===== src/rtl/systolic_output_collector.sv =====
// Output-edge collector for the systolic array: removes the per-column diagonal
// skew and queues one aligned COL-wide vector per array row in a FWFT FIFO.
module systolic_output_collector #(
    parameter int WIDTH = 8,
    parameter int COL   = 2,
    parameter int DEPTH = 4
) (
    input  logic                       clk_in,
    input  logic                       nrst_in,
    input  logic                       clear_in,
    input  logic                       col_valid_in,
    input  logic [WIDTH*COL-1:0]       col_data_in,
    output logic [WIDTH*COL-1:0]       out_data,
    output logic                       out_valid,
    input  logic                       out_ready,
    output logic [$clog2(DEPTH):0]     fifo_count,
    output logic                       overflow,
    output logic                       busy
);

    localparam int AW = $clog2(DEPTH);
    localparam int VW = WIDTH * COL;

    logic [VW-1:0] aligned;
    logic          aligned_valid;
    logic          pipe_busy;

    // Column j arrives j cycles late, so it is held COL-1-j cycles to line up
    // with the last column, which is used straight off the input.
    for (genvar j = 0; j < COL; j++) begin : g_col
        localparam int LEN = COL - 1 - j;
        if (LEN == 0) begin : g_pass
            assign aligned[j*WIDTH +: WIDTH] = col_data_in[j*WIDTH +: WIDTH];
        end else begin : g_dly
            logic [WIDTH-1:0] dly_q [LEN];
            logic [WIDTH-1:0] dly_d [LEN];

            always_comb begin
                dly_d[0] = col_data_in[j*WIDTH +: WIDTH];
                for (int k = 1; k < LEN; k++) begin
                    dly_d[k] = dly_q[k-1];
                end
            end

            always_ff @(posedge clk_in or negedge nrst_in) begin
                if (!nrst_in) begin
                    for (int k = 0; k < LEN; k++) begin
                        dly_q[k] <= '0;
                    end
                end else begin
                    dly_q <= dly_d;
                end
            end

            assign aligned[j*WIDTH +: WIDTH] = dly_q[LEN-1];
        end
    end

    if (COL > 1) begin : g_vpipe
        logic [COL-2:0] vld_q;
        logic [COL-2:0] vld_d;

        always_comb begin
            vld_d[0] = col_valid_in;
            for (int k = 1; k < COL - 1; k++) begin
                vld_d[k] = vld_q[k-1];
            end
            if (clear_in) begin
                vld_d = '0;
            end
        end

        always_ff @(posedge clk_in or negedge nrst_in) begin
            if (!nrst_in) begin
                vld_q <= '0;
            end else begin
                vld_q <= vld_d;
            end
        end

        assign aligned_valid = vld_q[COL-2];
        assign pipe_busy     = |vld_q;
    end else begin : g_novpipe
        assign aligned_valid = col_valid_in;
        assign pipe_busy     = 1'b0;
    end

    logic [VW-1:0] mem_q [DEPTH];
    logic [VW-1:0] mem_d [DEPTH];
    logic [AW-1:0] wr_ptr_q, wr_ptr_d;
    logic [AW-1:0] rd_ptr_q, rd_ptr_d;
    logic [AW:0]   count_q, count_d;
    logic          ovf_q, ovf_d;
    logic          pop;
    logic          push;
    logic          full;

    // A pop frees the head slot in the same cycle, so a full FIFO still
    // accepts a push when the consumer is draining.
    always_comb begin
        full     = (count_q == (AW+1)'(DEPTH));
        pop      = (count_q != '0) && out_ready;
        push     = aligned_valid && (!full || pop);
        mem_d    = mem_q;
        wr_ptr_d = wr_ptr_q;
        rd_ptr_d = rd_ptr_q;
        count_d  = count_q;
        ovf_d    = ovf_q;
        if (clear_in) begin
            wr_ptr_d = '0;
            rd_ptr_d = '0;
            count_d  = '0;
            ovf_d    = 1'b0;
        end else begin
            if (push) begin
                mem_d[wr_ptr_q] = aligned;
                wr_ptr_d        = wr_ptr_q + 1'b1;
            end
            if (pop) begin
                rd_ptr_d = rd_ptr_q + 1'b1;
            end
            if (push && !pop) begin
                count_d = count_q + 1'b1;
            end else if (pop && !push) begin
                count_d = count_q - 1'b1;
            end
            if (aligned_valid && !push) begin
                ovf_d = 1'b1;
            end
        end
    end

    always_ff @(posedge clk_in or negedge nrst_in) begin
        if (!nrst_in) begin
            wr_ptr_q <= '0;
            rd_ptr_q <= '0;
            count_q  <= '0;
            ovf_q    <= 1'b0;
        end else begin
            wr_ptr_q <= wr_ptr_d;
            rd_ptr_q <= rd_ptr_d;
            count_q  <= count_d;
            ovf_q    <= ovf_d;
        end
    end

    always_ff @(posedge clk_in) begin
        mem_q <= mem_d;
    end

    assign out_valid  = (count_q != '0);
    assign out_data   = out_valid ? mem_q[rd_ptr_q] : '0;
    assign fifo_count = count_q;
    assign overflow   = ovf_q;
    assign busy       = col_valid_in | pipe_busy | (count_q != '0);

endmodule


===== config.mk =====
export PLATFORM = sky130hd
export DESIGN_NAME = systolic_output_collector
export DESIGN_NICKNAME = d
export VERILOG_FILES = /design/src/rtl/systolic_output_collector.sv
export SDC_FILE = /design/constraint.sdc
export NUM_CORES = 1
export LEC_CHECK = 0
export ABC_AREA = 0
export BUFFER_PORTS_ARGS = -buffer_cell sky130_fd_sc_hd__buf_2
export CAP_MARGIN = 10
export CORE_ASPECT_RATIO = 1.5
export CORE_MARGIN = 5
export CORE_UTILIZATION = 45
export CTS_CLUSTER_SIZE = 30
export DETAILED_ROUTE_END_ITERATION = 6
export GPL_TIMING_DRIVEN = 0
export HOLD_SLACK_MARGIN = 0.03
export PLACE_DENSITY = 0.67
export SYNTH_ARGS = -nofsm -noshare
export SYNTH_HDL_FRONTEND = slang
export SYNTH_SLANG_ARGS = --single-unit

===== constraint.sdc =====
create_clock -name clk_in -period 1.95 [get_ports clk_in]
set_input_delay 0.2925 -clock clk_in [delete_from_list [all_inputs] [get_ports clk_in]]
set_output_delay 0.2925 -clock clk_in [all_outputs]
set_load 0.01 [all_outputs]

==> summary.txt <==
Status
  • Status: finished, violations left
  • Violated checks: setup timing

Yosys
  • Seq/Total Area, Yosys: 72.2%
  • Yosys warns: 0
  • Post-synth top area cell: edfxtp_1
  • Syn_area_per_cell: 18.4 um2
  • EDFF count, synth: 64
  • Mapped cell area: 0.00325 mm2
  • Share of the synthesized area in the top cell type: 59.1%
  • Area contributors post-synth: edfxtp_1 59%, dfrtp_1 13%, mux4_2 11%, and2_1 3.8%, ha_1 1.5%
  • Seq cells post-synth: 81
  • Commonest register cell after synthesis: edfxtp_1
  • Async set-reset flop share out of synthesis: 21.0%
  • Yosys cell types: 34
  • Syn nets: 203
  • Syn Inst Count: 177

Timing
  • Fin. Hold Viols: 0
  • Period Utilization, post-route: 106%
  • RSZ-0062 raised after global routing: yes
  • Tmin final: 2.06 ns
  • Final setup vio count: 19
  • F_max: 0.485 GHz
  • Slew margin rel.: 69.1%
  • Clock skew: 0.00599 ns
  • Final setup margin: -0.112 ns
  • Final slew viol count: 0
  • Final setup TNS: -1.26 ns
  • Worst-Margin Slew: 0.464 ns

Die
  • Die Y: 114 um
  • Initial core utilization: 45.6%
  • Die area: 0.00906 mm2
  • Number of placed I/O pins: 43
  • Floorplan Core Area: 0.00713 mm2
  • Rows: 38
  • Die width: 79.4 um

GRT
  • Total Routing Usage GR: 14.0%
  • Initial antenna violation count: 0
  • Largest net degree at the start of global routing: 18
  • Overflow left after global routing: 0
  • Vias in the first global route: 1,833
  • First-pass GRT wire length: 9310 um

Worst setup path
  • Crit-path max FO: 4
  • Levels on crit path: 5
  • R2R Path End: fifo_count[1]$_DFFE_PN0P_
  • Worst path top cell family by delay: simple AND/OR/NAND/NOR gates
  • CP peak stage delay: 0.54 ns
  • Setup crit start: fifo_count[1]$_DFFE_PN0P_
  • Worst Setup End Kind: flip-flop
  • Worst reg2reg path startpoint: fifo_count[1]$_DFFE_PN0P_
  • Crit path kind: reg2reg
  • Worst Setup EP: fifo_count[1]$_DFFE_PN0P_
  • Buf+Inv Stages, Crit Path: 0
  • Worst EP required: 2.18 ns
  • Setup slack, reg-to-reg: -0.11 ns
  • WP data arrival: 2.29 ns
  • R2R depth: 5
  • Crit-path cells: or4b_4 > and3_4 > fa_2 > nor2_2 > mux2_4
  • Crit start category: flip-flop
  • CP max-delay cell: or4b_4

Cells and area
  • Filler instances: 544
  • Share of cells above drive strength 1: 49.4%
  • Inserted Diodes: 0
  • Final Cell Area: 0.00408 mm2
  • Multi-input logic area: 890 um2
  • Fin cells: 329
  • Flip-flop and latch area: 0.00235 mm2
  • Nets: 270
  • Synthesis-to-finish area growth: 25.3%

Placed design
  • Gpl congestion: 0.795
  • Pre-CTS setup slack: -0.224 ns
  • Cell Count Post-Placement: 298
  • Area after DPL: 0.00357 mm2
  • Post-detail-place hpwl: 3570 um
  • Port Buffer Count: 41

Pwr
  • Power after layout: 0.00525 W
  • Max VDD drop: 0.000661 V
  • Static Leak: 1.53 nW
  • PwrDens: 1290 mW/mm2

Clocking
  • Clk pin slew, worst setup/hold paths: 0.07 ns
  • Maximum level of the CTS H-tree: 3
  • CTS sink cnt: 81
  • Worst-Skew Late Latency: 0.34 ns
  • Clock Tree Root: clkbuf_8
  • CTS tree: built
  • TritonCTS buffer count: 9
  • Clock tree buffer depth: 2

Flow run
  • Total of max-cap violations: 0

Route
  • Total Wirelength: 5680 um
  • # DRC: 0
  • Routed len/inst: 17.3 um
  • DRT iter0 DRCs: 151
  • DR pass1 iterations: 4
  • Vias: 1,696
  • Post-route ant nets: 0
  • Via/cell ratio: 5.16

Min path
  • Hold Path Class: in2reg
==> power breakdown <==
part,switching [W],internal [W],leakage [nW]
Combinational,0.000861,0.00136,0.653
Clock,0.000547,0.000487,0.0876
Sequential,0.0000603,0.00194,0.788
==> how the worst min path moves through the flow <==
stage	from	to	slack, ns	cells past startpoint
5_1_grt	col_data_in[7]	g_col[0].g_dly.dly_q[7]$_DFF_PN0_	0.03	1
3_3_place_gp	nrst_in	fifo_count[0]$_DFFE_PN0P_	0.25	1
6_report	col_data_in[7]	g_col[0].g_dly.dly_q[7]$_DFF_PN0_	0.05	1
4_1_cts	col_data_in[6]	g_col[0].g_dly.dly_q[6]$_DFF_PN0_	0.03	1
3_5_place_dp	nrst_in	fifo_count[0]$_DFFE_PN0P_	0.26	1
2_1_floorplan	nrst_in	aligned_valid$_DFF_PN0_	-0.003	0
==> registers in the layout (all words and copies together) (netlist names) <==
signal             flops
fifo_count             3
aligned_valid          1
mem_q                 64
g_col.g_dly.dly_q      8
wr_ptr_q               2
overflow               1
rd_ptr_q               2
==> through the flow <==
step	hold slack [ns]	util [%]
6_report	0.0544	57.1
5_1_grt	0.0322	57.1
4_1_cts	0.0322	56.2
3_5_place_dp	0.256	50.1
3_3_place_gp	0.248	50.1
2_1_floorplan	-0.00309	-
==> worst reg2reg max path: cells and delay by family, from the launching register on <==
family	cells	cell delay (ns)
adder cells (fa/ha/maj)	1	0.53
multiplexers	1	0.25
AND/OR/NAND/NOR	3	0.75
flip-flops	1	0.43
==> final cells by class <==
class / count / area share [%]
inverters: 5 / 0.461
well taps: 80 / 2.46
clock buffers: 12 / 3.56
multi-input cells: 80 / 21.8
clock inverters: 4 / 0.461
flip-flops and latches: 81 / 57.7
repair buffers: 59 / 11.6
plain buffers: 8 / 1.93
==> cells by family (layout without fill, tap and decap cells) <==
family / after synthesis / after routing / share of synthesized area (%)
muxes: 18 / 18 / 11.8
AOI/OAI and AO/OA: 12 / 12 / 2.62
adders and majority gates: 5 / 5 / 2.15
buffers and inverters: 16 / 88 / 2.81
and+or+nand+nor: 42 / 42 / 7.69
xor gates and xnor gates: 3 / 3 / 0.808
DFF: 81 / 81 / 72.2
==> cell usage in the layout, fill, tap and decap left out, drive strengths merged <==
cell / synthesis / routed
edfxtp: 64 / 64
buf: 9 / 63
and2: 20 / 20
dfrtp: 17 / 17
mux4: 16 / 16
clkbuf: 2 / 14
nor2: 10 / 10
inv: 5 / 5
ha: 4 / 4
clkinv: 0 / 4
a21oi: 3 / 3
o21ai: 2 / 2
nand3: 2 / 2
xor2: 2 / 2
dlygate4sd3: 0 / 2
or3: 2 / 2
mux2: 2 / 2
nor4b: 1 / 1
nor3: 1 / 1
or4b: 1 / 1
o31ai: 1 / 1
and3: 1 / 1
nor2b: 1 / 1
o21a: 1 / 1
xnor2: 1 / 1
a221oi: 1 / 1
o311ai: 1 / 1
nand4b: 1 / 1
nand2b: 1 / 1
nand3b: 1 / 1
o211ai: 1 / 1
o21bai: 1 / 1
a31oi: 1 / 1
fa: 1 / 1
==> synth_stat cells (all sizes together), types with 2 or more instances <==
master / n
edfxtp: 64
and2: 20
dfrtp: 17
mux4: 16
nor2: 10
buf: 9
inv: 5
ha: 4
a21oi: 3
clkbuf: 2
mux2: 2
nand3: 2
o21ai: 2
or3: 2
xor2: 2
==> routing by layer <==
metal / part of all wire, % / up-vias / track usage [%] / routed length [um]
met5: 0 / - / 0 / 0
met4: 2.2 / 0 / 6.65 / 123
met3: 3.8 / 11 / 3.94 / 218
met2: 51 / 39 / 22.3 / 2890
met1: 43 / 842 / 17.6 / 2450
li1: - / 804 / - / -
==> timing repair <==
item / 4_1_cts / 5_1_grt
gates cloned: 2 / 0
hold buffers: 1 / 1
pin swaps: 16 / 5
gates resized for setup: 40 / 15
setup endpoints to repair: 84 / 84
endpoints found under the hold margin: 17 / 1
setup buffers: 12 / 2
No activity file was read; power rests on OpenSTA's default activity.
